==> config.mk <==
export PLATFORM = sky130hd
export DESIGN_NAME = pc_sequencer
export DESIGN_NICKNAME = d
export VERILOG_FILES = /design/src/rtl/pc_sequencer.sv
export SDC_FILE = /design/constraint.sdc
export NUM_CORES = 1
export LEC_CHECK = 0
export BUFFER_PORTS_ARGS = -buffer_cell sky130_fd_sc_hd__buf_2
export CAP_MARGIN = 10
export CORE_MARGIN = 4
export CORE_UTILIZATION = 45
export DETAILED_ROUTE_END_ITERATION = 10
export HOLD_SLACK_MARGIN = 0.08
export PLACE_DENSITY = 0.68
export SLEW_MARGIN = 20
export SYNTH_ARGS = -nofsm -noshare
export SYNTH_HDL_FRONTEND = slang
export SYNTH_SLANG_ARGS = --single-unit
==> constraint.sdc <==
create_clock -name CLK -period 3.7 [get_ports CLK]
set_input_delay 0 -clock CLK [delete_from_list [all_inputs] [get_ports CLK]]
set_output_delay 0 -clock CLK [all_outputs]
set_load 0.005 [all_outputs]
==> src/rtl/pc_sequencer.sv <==
// Multicycle instruction sequencer: owns the PC, walks IF/ID/EXE/MEM/WB and commits one PC update per instruction.
// Optional build macro PC_ALIGN_CHECK_EN redirects misaligned commit targets to TRAP_PC and raises a sticky flag.
module pc_sequencer #(
    parameter logic [31:0] RESET_PC = 32'h0000_0000,
    parameter logic [31:0] TRAP_PC  = 32'h0000_0080
) (
    input  logic        CLK,
    input  logic        RST_n,
    input  logic        imemAck,
    input  logic        instJump,
    input  logic        instJr,
    input  logic        instBranch,
    input  logic        instStore,
    input  logic        instLoad,
    input  logic        instHalt,
    input  logic        zero,
    input  logic [15:0] imm16,
    input  logic [25:0] addr26,
    input  logic [31:0] rsData,
    output logic [31:0] pc,
    output logic [1:0]  pcSrc,
    output logic        pcWrite,
    output logic        irWrite,
    output logic        imemReq,
    output logic [2:0]  state,
    output logic        halted,
    output logic        misaligned
);

    typedef enum logic [2:0] {
        ST_IF   = 3'b000,
        ST_ID   = 3'b001,
        ST_EXE  = 3'b010,
        ST_MEM  = 3'b011,
        ST_WB   = 3'b100,
        ST_HALT = 3'b101
    } state_t;

    localparam logic [1:0] SRC_PC4 = 2'b00;
    localparam logic [1:0] SRC_BR  = 2'b01;
    localparam logic [1:0] SRC_REG = 2'b10;
    localparam logic [1:0] SRC_JMP = 2'b11;

    state_t      state_r;
    state_t      state_nxt_s;
    logic [31:0] pc_r;
    logic [31:0] pc_nxt_s;
    logic        br_r;
    logic        st_r;
    logic        ld_r;
    logic        commit_s;
    logic        irw_s;
    logic        req_s;
    logic [1:0]  src_s;
    logic [31:0] pc4_s;
    logic [31:0] br_tgt_s;
    logic [31:0] jmp_tgt_s;
    logic [31:0] tgt_s;

    assign pc4_s     = pc_r + 32'd4;
    assign br_tgt_s  = pc4_s + {{14{imm16[15]}}, imm16, 2'b00};
    assign jmp_tgt_s = {pc4_s[31:28], addr26, 2'b00};

    // State register, PC register and the instruction class captured in ID.
    always_ff @(posedge CLK or negedge RST_n) begin
        if (!RST_n) begin
            state_r <= ST_IF;
            pc_r    <= RESET_PC;
            br_r    <= 1'b0;
            st_r    <= 1'b0;
            ld_r    <= 1'b0;
        end else begin
            state_r <= state_nxt_s;
            if (commit_s) begin
                pc_r <= pc_nxt_s;
            end else begin
                pc_r <= pc_r;
            end
            // Branch outranks store, store outranks load; ALU is none of them.
            if (state_r == ST_ID) begin
                br_r <= instBranch;
                st_r <= ~instBranch & instStore;
                ld_r <= ~instBranch & ~instStore & instLoad;
            end else begin
                br_r <= br_r;
                st_r <= st_r;
                ld_r <= ld_r;
            end
        end
    end

    // Next-state decode and the per-state strobes.
    always_comb begin
        state_nxt_s = state_r;
        commit_s    = 1'b0;
        irw_s       = 1'b0;
        req_s       = 1'b0;
        src_s       = SRC_PC4;
        case (state_r)
            ST_IF: begin
                req_s = 1'b1;
                if (imemAck) begin
                    irw_s       = 1'b1;
                    state_nxt_s = ST_ID;
                end else begin
                    state_nxt_s = ST_IF;
                end
            end
            ST_ID: begin
                if (instHalt) begin
                    state_nxt_s = ST_HALT;
                end else if (instJr) begin
                    commit_s    = 1'b1;
                    src_s       = SRC_REG;
                    state_nxt_s = ST_IF;
                end else if (instJump) begin
                    commit_s    = 1'b1;
                    src_s       = SRC_JMP;
                    state_nxt_s = ST_IF;
                end else begin
                    state_nxt_s = ST_EXE;
                end
            end
            ST_EXE: begin
                if (br_r) begin
                    commit_s    = 1'b1;
                    src_s       = zero ? SRC_BR : SRC_PC4;
                    state_nxt_s = ST_IF;
                end else if (st_r || ld_r) begin
                    state_nxt_s = ST_MEM;
                end else begin
                    state_nxt_s = ST_WB;
                end
            end
            ST_MEM: begin
                if (st_r) begin
                    commit_s    = 1'b1;
                    state_nxt_s = ST_IF;
                end else begin
                    state_nxt_s = ST_WB;
                end
            end
            ST_WB: begin
                commit_s    = 1'b1;
                state_nxt_s = ST_IF;
            end
            ST_HALT: begin
                state_nxt_s = ST_HALT;
            end
            default: begin
                state_nxt_s = ST_IF;
            end
        endcase
    end

    // Commit target selection.
    always_comb begin
        tgt_s = pc4_s;
        case (src_s)
            SRC_PC4: tgt_s = pc4_s;
            SRC_BR:  tgt_s = br_tgt_s;
            SRC_REG: tgt_s = rsData;
            SRC_JMP: tgt_s = jmp_tgt_s;
            default: tgt_s = pc4_s;
        endcase
    end

`ifdef PC_ALIGN_CHECK_EN
    logic misaligned_r;
    logic trap_s;

    function automatic logic is_misaligned(input logic [1:0] low_bits);
        return (low_bits != 2'b00);
    endfunction

    // A misaligned target is replaced by the trap vector.
    always_comb begin
        trap_s = commit_s & is_misaligned(tgt_s[1:0]);
        if (trap_s) begin
            pc_nxt_s = TRAP_PC;
        end else begin
            pc_nxt_s = tgt_s;
        end
    end

    // Sticky misaligned flag, cleared only by reset.
    always_ff @(posedge CLK or negedge RST_n) begin
        if (!RST_n) begin
            misaligned_r <= 1'b0;
        end else if (trap_s) begin
            misaligned_r <= 1'b1;
        end else begin
            misaligned_r <= misaligned_r;
        end
    end

    assign misaligned = misaligned_r;
`else
    // Targets are written unmodified.
    always_comb begin
        pc_nxt_s = tgt_s;
    end

    assign misaligned = 1'b0;
`endif

    // Strobes are held off while reset is applied so no partial fetch or commit escapes.
    assign pcWrite = commit_s & RST_n;
    assign irWrite = irw_s & RST_n;
    assign imemReq = req_s & RST_n;
    assign pcSrc   = src_s;
    assign pc      = pc_r;
    assign state   = state_r;
    assign halted  = (state_r == ST_HALT);

endmodule

Word-level counts from Yosys, hierarchy flattened:

Index checks and enable logic that the tools add are counted.

* add/sub/neg operators: 2
* equality and inequality tests: 8
* multiplexer cells: 24
* bitwise logic cells: 8
* reductions and logical operators: 3

Operators with widths (number)
* $pmux 32 s4: 1
* $add 32x3->32 const B: 1
* $add 32x32->32: 1
* $pmux 3 s5: 1
* $mux 3: 4
* $mux 1: 11
* $mux 2: 5
* $and 1x1->1: 6
* $eq 3x2->1 const B: 2
* $eq 3x3->1 const B: 2
* $eq 2x2->1 const B: 2
* $pmux 1 s4: 1
* $pmux 2 s2: 1
* $eq 3x1->1 const B: 1
* $logic_not 3->1: 1
* $eq 2x1->1 const B: 1
* $logic_not 2->1: 1
* $not 1->1: 2
* $logic_or 1x1->1: 1

* bits in registers: 38
* output and inout port bits: 42

Longest topological paths before layout:

Gate-level depths: netlist of run 1.

* depth after elaboration: 6
* gate-level depth with buffers: 16
* gate-level depth less buffers: 14

Worst setup path after synthesis of run 1:

OpenSTA, ideal clock, no wires.

* kind: register -> register
* from: reg pc_r[15], in the netlist pc[15]
* to: reg pc_r[28], in the netlist pc[28]
* setup time: 0.130 ns
* data arrival time: 3.134 ns
* data required time: 3.570 ns
* slack: 0.436 ns
* cell stages (with the launch flop): 14
* path buffers: 1
* period minus slack after synthesis: 3.264 ns
* path through: dfrtp_1 > and4_1 > nand4_2 > or3_4 > xnor2_1 > ha_1 > clkbuf_1 > and2_1 > a311o_1 > a21o_1 > a221oi_2 > o21ai_0 > mux2i_1 > nand3_1

* word-level cells in the longest chain between the ends: 3

RTL lines
* start: declaration: RTL line 46 `logic [31:0] pc_r;`
* start signal: assignment: RTL line 75 `pc_r <= pc_nxt_s;`
* start signal: assignment: RTL line 77 `pc_r <= pc_r;`
* $add 32x3->32 (*): RTL line 60 `assign pc4_s = pc_r + 32'd4;`
* $add 32x32->32: RTL line 61 `assign br_tgt_s = pc4_s + {{14{imm16[15]}}, imm16, 2'b00};`
* $pmux 32 s4 (*): RTL line 159 `case (src_s)`

Every way passes the cells marked *; elsewhere a longest branch is shown, timed or not.
A chain may end at the register's enable or synchronous reset.

Worst setup path in the final report of run 1:

* from: reg pc_r[2], in the netlist pc[2]
* to: reg pc_r[23], in the netlist pc[23]

Same word-level chain as after synthesis.

==> flow_metrics.tcl, run 1 <==
set metrics [dict create \
    multiInputGateArea_um2 3656 \
    grt_first_pass_wirelength_um 28030 \
    hold_viol_final 0 \
    final-seq-area_um2 955.9 \
    io_pins 126 \
    cts_root_buf "clkbuf_8" \
    max_cap_viol_count 0 \
    synthFlopType "dfrtp_1" \
    power.leakage_nw 2.690 \
    gp_congestion 1.010 \
    rsz0062_at_grt "no" \
    grt_pass1_vias 5309 \
    wl_per_cell_um 19.71 \
    drtIter0Drc 467 \
    min_path_type "input port to flop" \
    ys_ff_latch 38 \
    yosys-top-cells-area "dfrtp_1 (20%), ha_1 (9.2%), xnor2_1 (6.8%)" \
    relSlewSlack 0.4728 \
    crit_required_ns 3.88 \
    slew_viol_final 0 \
    portBuffers 124 \
    fmax_mhz 281.2 \
    drc 0 \
    coreArea_um2 10320 \
    synth.yosys.seq_area_share 0.1995 \
    status "finished clean" \
    vias 5579 \
    die_h_um 110.9 \
    finalSetupViolations 0 \
    async_flop_share 1.000 \
    drive_gt1_frac 0.2523 \
    antenna_found_initial 0 \
    crit_fanout 7 \
    wl_um 18000 \
    critical_path_class "flop to flop" \
    cp-start-kind "flop" \
    synth_edf_count 0 \
    clock-sinks 38 \
    cp.arrival_ns 3.73 \
    ys_warn_count 0 \
    synthCells 633 \
    syn2layout_area_growth_pct 26.02 \
    grt_max_degree 40 \
    cts_buffers 5 \
    num-fill-cells 971 \
    cts_tree "yes" \
    timing.final.crit_share 0.9613 \
    post-route-min-period_ns 3.557 \
    num_rows 37 \
    syn_nets 753 \
    die_w_um 110.9 \
    peakVddDrop_v 0.0003785 \
    powerDensity_nw_per_um2 753.5 \
    avgSynthCellArea_um2 7.529 \
    grt_overflow 0 \
    yosys.area.top_type "dfrtp_1" \
    clkTransAtPathRegs_ns 0.08 \
    hold_ws_ns 0.09262 \
    fin_nets 896 \
    setup_tns_ns 0 \
    clock_skew_ns 0.01475 \
    start_util 0.4616 \
    yosysUniqueCellTypes 78 \
    yosysTopAreaCellShare 0.1995 \
    final_common_cell "buf_2" \
    cts.path.max_buffers 2 \
    post_drt_via_cell_ratio 6.111 \
    antenna_left 0 \
    netlist_area_um2 4766 \
    dp_hpwl_um 13370 \
    cts_htree_levels 2 \
    die_area_um2 12300 \
    grtUsageTotal 0.2798 \
    n_antenna_cell 0 \
    tightestPinTransition_ns 0.7908 \
    cp-end-kind "flop" \
    drtPass1Iterations 5 \
    clk_latency_ns 0.31 \
    layout_common_cells "buf_2 (124), nand2_1 (74), nor2_1 (62), o21ai_0 (60), a21oi_1 (41)" \
]
routing by layer:
layer	GRT usage	vias up	wire, um
li1	-	2604	-
met1	0.3960	2629	7646
met2	0.4519	311	8280
met3	0.03548	35	1682
met4	0.06979	0	388
met5	0	-	0
synthesized netlist by cell type (5+ instances only):
cell type	n
nand2b_1	6
nor3_1	7
o21ai_0	60
a21o_1	16
and3_1	6
a21oi_1	42
o211ai_1	14
xnor2_1	37
nand4_1	11
inv_1	12
clkbuf_1	21
a31oi_1	8
dfrtp_1	38
a221oi_1	5
ha_1	35
and2_1	10
and4_1	5
nand3_1	21
a211oi_1	10
o22ai_1	9
nor2_1	64
buf_2	10
xor2_1	17
nand2_1	74
worst max-delay path: stages (launching register included):
cell and delay, ns:
dfrtp_1 0.46, ha_2 0.28, and2_1 0.29, nand3_1 0.17
xnor2_1 0.17, ha_1 0.41, nand2_2 0.13, o21ai_0 0.31
nor3b_1 0.26, a41oi_1 0.11, a31oi_1 0.27, buf_4 0.17
xor2_1 0.07, a221oi_1 0.24, a21oi_1 0.10
state kept, by name, summed over array words and instances (netlist names):
signal	count
br_r	1
st_r	1
state	3
pc	32
ld_r	1
metrics by stage:
stage	utilization	area (um2)	setup WS, ns	power [mW]	cells
after detailed placement	0.5376	5550	0.01882	3.954	876
after global placement	0.5374	5548	0.07894	3.939	876
after CTS	0.5753	5939	0.02139	4.406	912
after global routing	0.5817	6006	0.002588	4.873	913
after floorplan	-	4766	0.4358	2.997	633
final	0.5817	6006	0.1432	4.525	913
path summary, 6_finish.rpt:
kind / from / endpoint / slack (ns) / cells after the start
worst min register to register: pc[0]$_DFFE_PN0P_ / pc[0]$_DFFE_PN0P_ / 0.49 / 2
max in group asynchronous: RST_n / pc[5]$_DFFE_PN0P_ / 2.88 / 3
min in group asynchronous: RST_n / pc[14]$_DFFE_PN0P_ / 0.38 / 3
worst min-delay path: addr26[1] / pc[3]$_DFFE_PN0P_ / 0.09 / 5
worst max-delay path: pc[2]$_DFFE_PN0P_ / pc[23]$_DFFE_PN0P_ / 0.14 / 14
worst max register to register: pc[2]$_DFFE_PN0P_ / pc[23]$_DFFE_PN0P_ / 0.14 / 14
cells by family (layout without fill, tap and decap cells):
kind of cell               Yosys count  count (layout)  synth area share
AOI/OAI and AO/OA                  214             214            0.3001
xor gates and xnor gates            55              55            0.1027
adders and majority gates           36              36           0.09609
buffers and inverters               51             195           0.04778
DFF                                 38              38            0.1995
muxes                                5               5           0.01103
other                                1               1         0.0007869
and+or+nand+nor                    233             233            0.2421
report_power, final:
group	switching (mW)	internal (mW)
clock	0.181	0.199
combinational	1.85	1.38
sequential	0.308	0.607
total	2.34	2.19
repair_timing:
action,CTS,global route
buffers inserted,0,1
resized for setup,0,17
hold buffers,28,0
setup endpoints to repair,0,11
endpoints found under the hold margin,58,0
layout make-up:
cell class / count / share of cell area
clock buffers: 5 / 0.01146
clock inverters: 3 / 0.006667
inverters: 13 / 0.008125
multi-input cells: 544 / 0.6088
flip-flops and latches: 38 / 0.1592
well taps: 136 / 0.02833
repair buffers: 174 / 0.1775
No activity file was read; power rests on OpenSTA's default activity.
==> inputs of run 2 (changes only) <==
- CORE_UTILIZATION: 45 -> 49
- CTS_CLUSTER_DIAMETER: unset -> 120
- PLACE_DENSITY: 0.68 -> 0.76
- clock period: 3.7 -> 3 ns (I/O delays scaled with it)
==> run 2 against run 1 <==
Net effect:
- the flow now finishes with violations (negative setup slack)
- worst hold slack got worse by 0.0093 ns
- utilization increased by 22 points
- clock skew decreased by 0.0027 ns
- first-iteration DRC count increased by 37%
- total power increased by 60%
- flip-flop and latch count unchanged
- maximum frequency increased by 9.2%
- largest cell class unchanged
- largest power group unchanged
==> flow_metrics.tcl, run 2 (same netlist as run 1, synthesis figures left out) <==
set metrics [dict create \
    status "complete, but fails checks" \
    violations "negative setup slack" \
    cp-start-kind "flop" \
    dp_hpwl_um 14440 \
    cts_tree "yes" \
    coreArea_um2 9371 \
    grt_max_degree 34 \
    path_common_cell "buf_4" \
    die_w_um 106.6 \
    reg2reg_from "pc[6]$_DFFE_PN0P_" \
    clock-sinks 38 \
    post_drt_via_cell_ratio 6.192 \
    drtPass1Iterations 5 \
    wl_um 20860 \
    min_from "rsData[19]" \
    clkTransAtPathRegs_ns 0.09 \
    n_antenna_cell 0 \
    vias 6458 \
    finalSetupViolations 19 \
    powerDensity_nw_per_um2 968.9 \
    path_cells "and4_4 > and3_4 > nand4_1 > xnor2_2 > buf_4 > ha_4 > and2_4 > buf_4 > and3_1 > a41oi_2 > a211o_1 > o31ai_2 > xnor2_1 > o21ai_1" \
    cts.path.max_buffers 2 \
    grt_pass1_vias 6433 \
    cts_root_buf "clkbuf_8" \
    cp.arrival_ns 3.44 \
    clk_latency_ns 0.30 \
    largest_reg_flops 32 \
    portBuffers 124 \
    top_layer "met4" \
    setup_ws_ns -0.2574 \
    antenna_left 0 \
    fmax_mhz 307.0 \
    antenna_found_initial 0 \
    post-route-min-period_ns 3.257 \
    wl_met1_um 8037 \
    setup_tns_ns -2.980 \
    drc 0 \
    grt_overflow 0 \
    min_path_type "input port to flop" \
    crit_fanout 6 \
    final_common_cell "buf_4" \
    power.total_mw 7.236 \
    clock_skew_ns 0.01209 \
    relSlewSlack 0.6284 \
    cp-end-kind "flop" \
    timing.final.crit_share 1.086 \
    gp_congestion 0.9899 \
    drive_gt1_frac 0.4365 \
    layout_common_cells "buf_4 (156), buf_2 (124), nand2_1 (69), nor2_1 (58), o21ai_0 (50)" \
    slew_viol_final 0 \
    wl_per_cell_um 20.00 \
    cts_buffers 5 \
    max_cap_viol_count 0 \
    peakVddDrop_v 0.0004913 \
    num_rows 35 \
    grt_first_pass_wirelength_um 31930 \
    met2_length_um 9956 \
    tightestPinTransition_ns 0.5575 \
    wl_met3_um 1934 \
    die_area_um2 11370 \
    hold_viol_final 0 \
    start_util 0.5085 \
    cpMaxStageDelayCell "a211o_1" \
    die_h_um 106.6 \
    io_pins 126 \
    rsz0062_at_grt "yes" \
    critical_path_class "flop to flop" \
    crit_required_ns 3.19 \
    syn2layout_area_growth_pct 56.71 \
    cts_htree_levels 2 \
    fin_nets 1033 \
    grtUsageTotal 0.3486 \
    crit_start "pc[6]$_DFFE_PN0P_" \
    power.leakage_nw 3.489 \
    slowest_delay_ns 0.40 \
    drtIter0Drc 638 \
]
## run 2: final timing paths
kind	end	slack (ns)	cells past startpoint
min reg2reg	pc[0]$_DFFE_PN0P_	0.49	2
min in group asynchronous	pc[7]$_DFFE_PN0P_	0.21	2
min	pc[19]$_DFFE_PN0P_	0.08	3
max reg2reg	pc[27]$_DFFE_PN0P_	-0.26	14
max in group asynchronous	pc[15]$_DFFE_PN0P_	2.04	3
max	pc[27]$_DFFE_PN0P_	-0.26	14
## run 2: stage by stage
stage          utilization  hold slack (ns)  instances  worst slack [ns]  instance area (um2)
2_1_floorplan            -          -0.2956        633          -0.03233                 4837
3_3_place_gp        0.6924         0.007768        988           -0.3111                 6489
3_5_place_dp        0.6924          0.01982        988           -0.3564                 6489
4_1_cts             0.7688          0.08054       1038           -0.1057                 7204
5_1_grt             0.7969           0.1020       1043           -0.4121                 7468
6_report            0.7969          0.08333       1043           -0.2574                 7468
## run 2: worst max-delay path, delay by kind of cell (launching register included)
kind	cells	cell delay (ns)
AO/OA/AOI/OAI	4	0.78
XOR/XNOR	2	0.35
adder cells (fa/ha/maj)	1	0.28
buffers and inverters	2	0.27
flip-flops	1	0.38
AND/OR/NAND/NOR	5	1.06
## run 2: layout make-up
| class | count | area, um2 |
|---|---|---|
| multi-input combinational | 544 | 4098 |
| inverter | 13 | 48.80 |
| clock buffer | 7 | 86.33 |
| sequential | 38 | 957.2 |
| fill | 645 | 1903 |
| tap | 129 | 161.4 |
| clock inverter | 1 | 5.005 |
| timing repair buffer | 311 | 2112 |
## run 2: power by group
group	internal, mW	switching (mW)
clock	0.186	0.209
sequential	0.750	0.254
combinational	2.81	3.03
total	3.74	3.49
## run 2: per-layer routing
layer  global-route usage  vias up
li1                     -     2883
met1               0.4310     3094
met2               0.6012      407
met3              0.05117       74
met4               0.1534        0
met5                    0        -
## run 2: what timing repair did
action	CTS	global route
buffers inserted	19	6
gates cloned	0	0
hold buffers	23	0
resized for setup	53	45
hold endpoints to repair	35	0
endpoints found under the setup margin	21	23
pin swaps	37	22
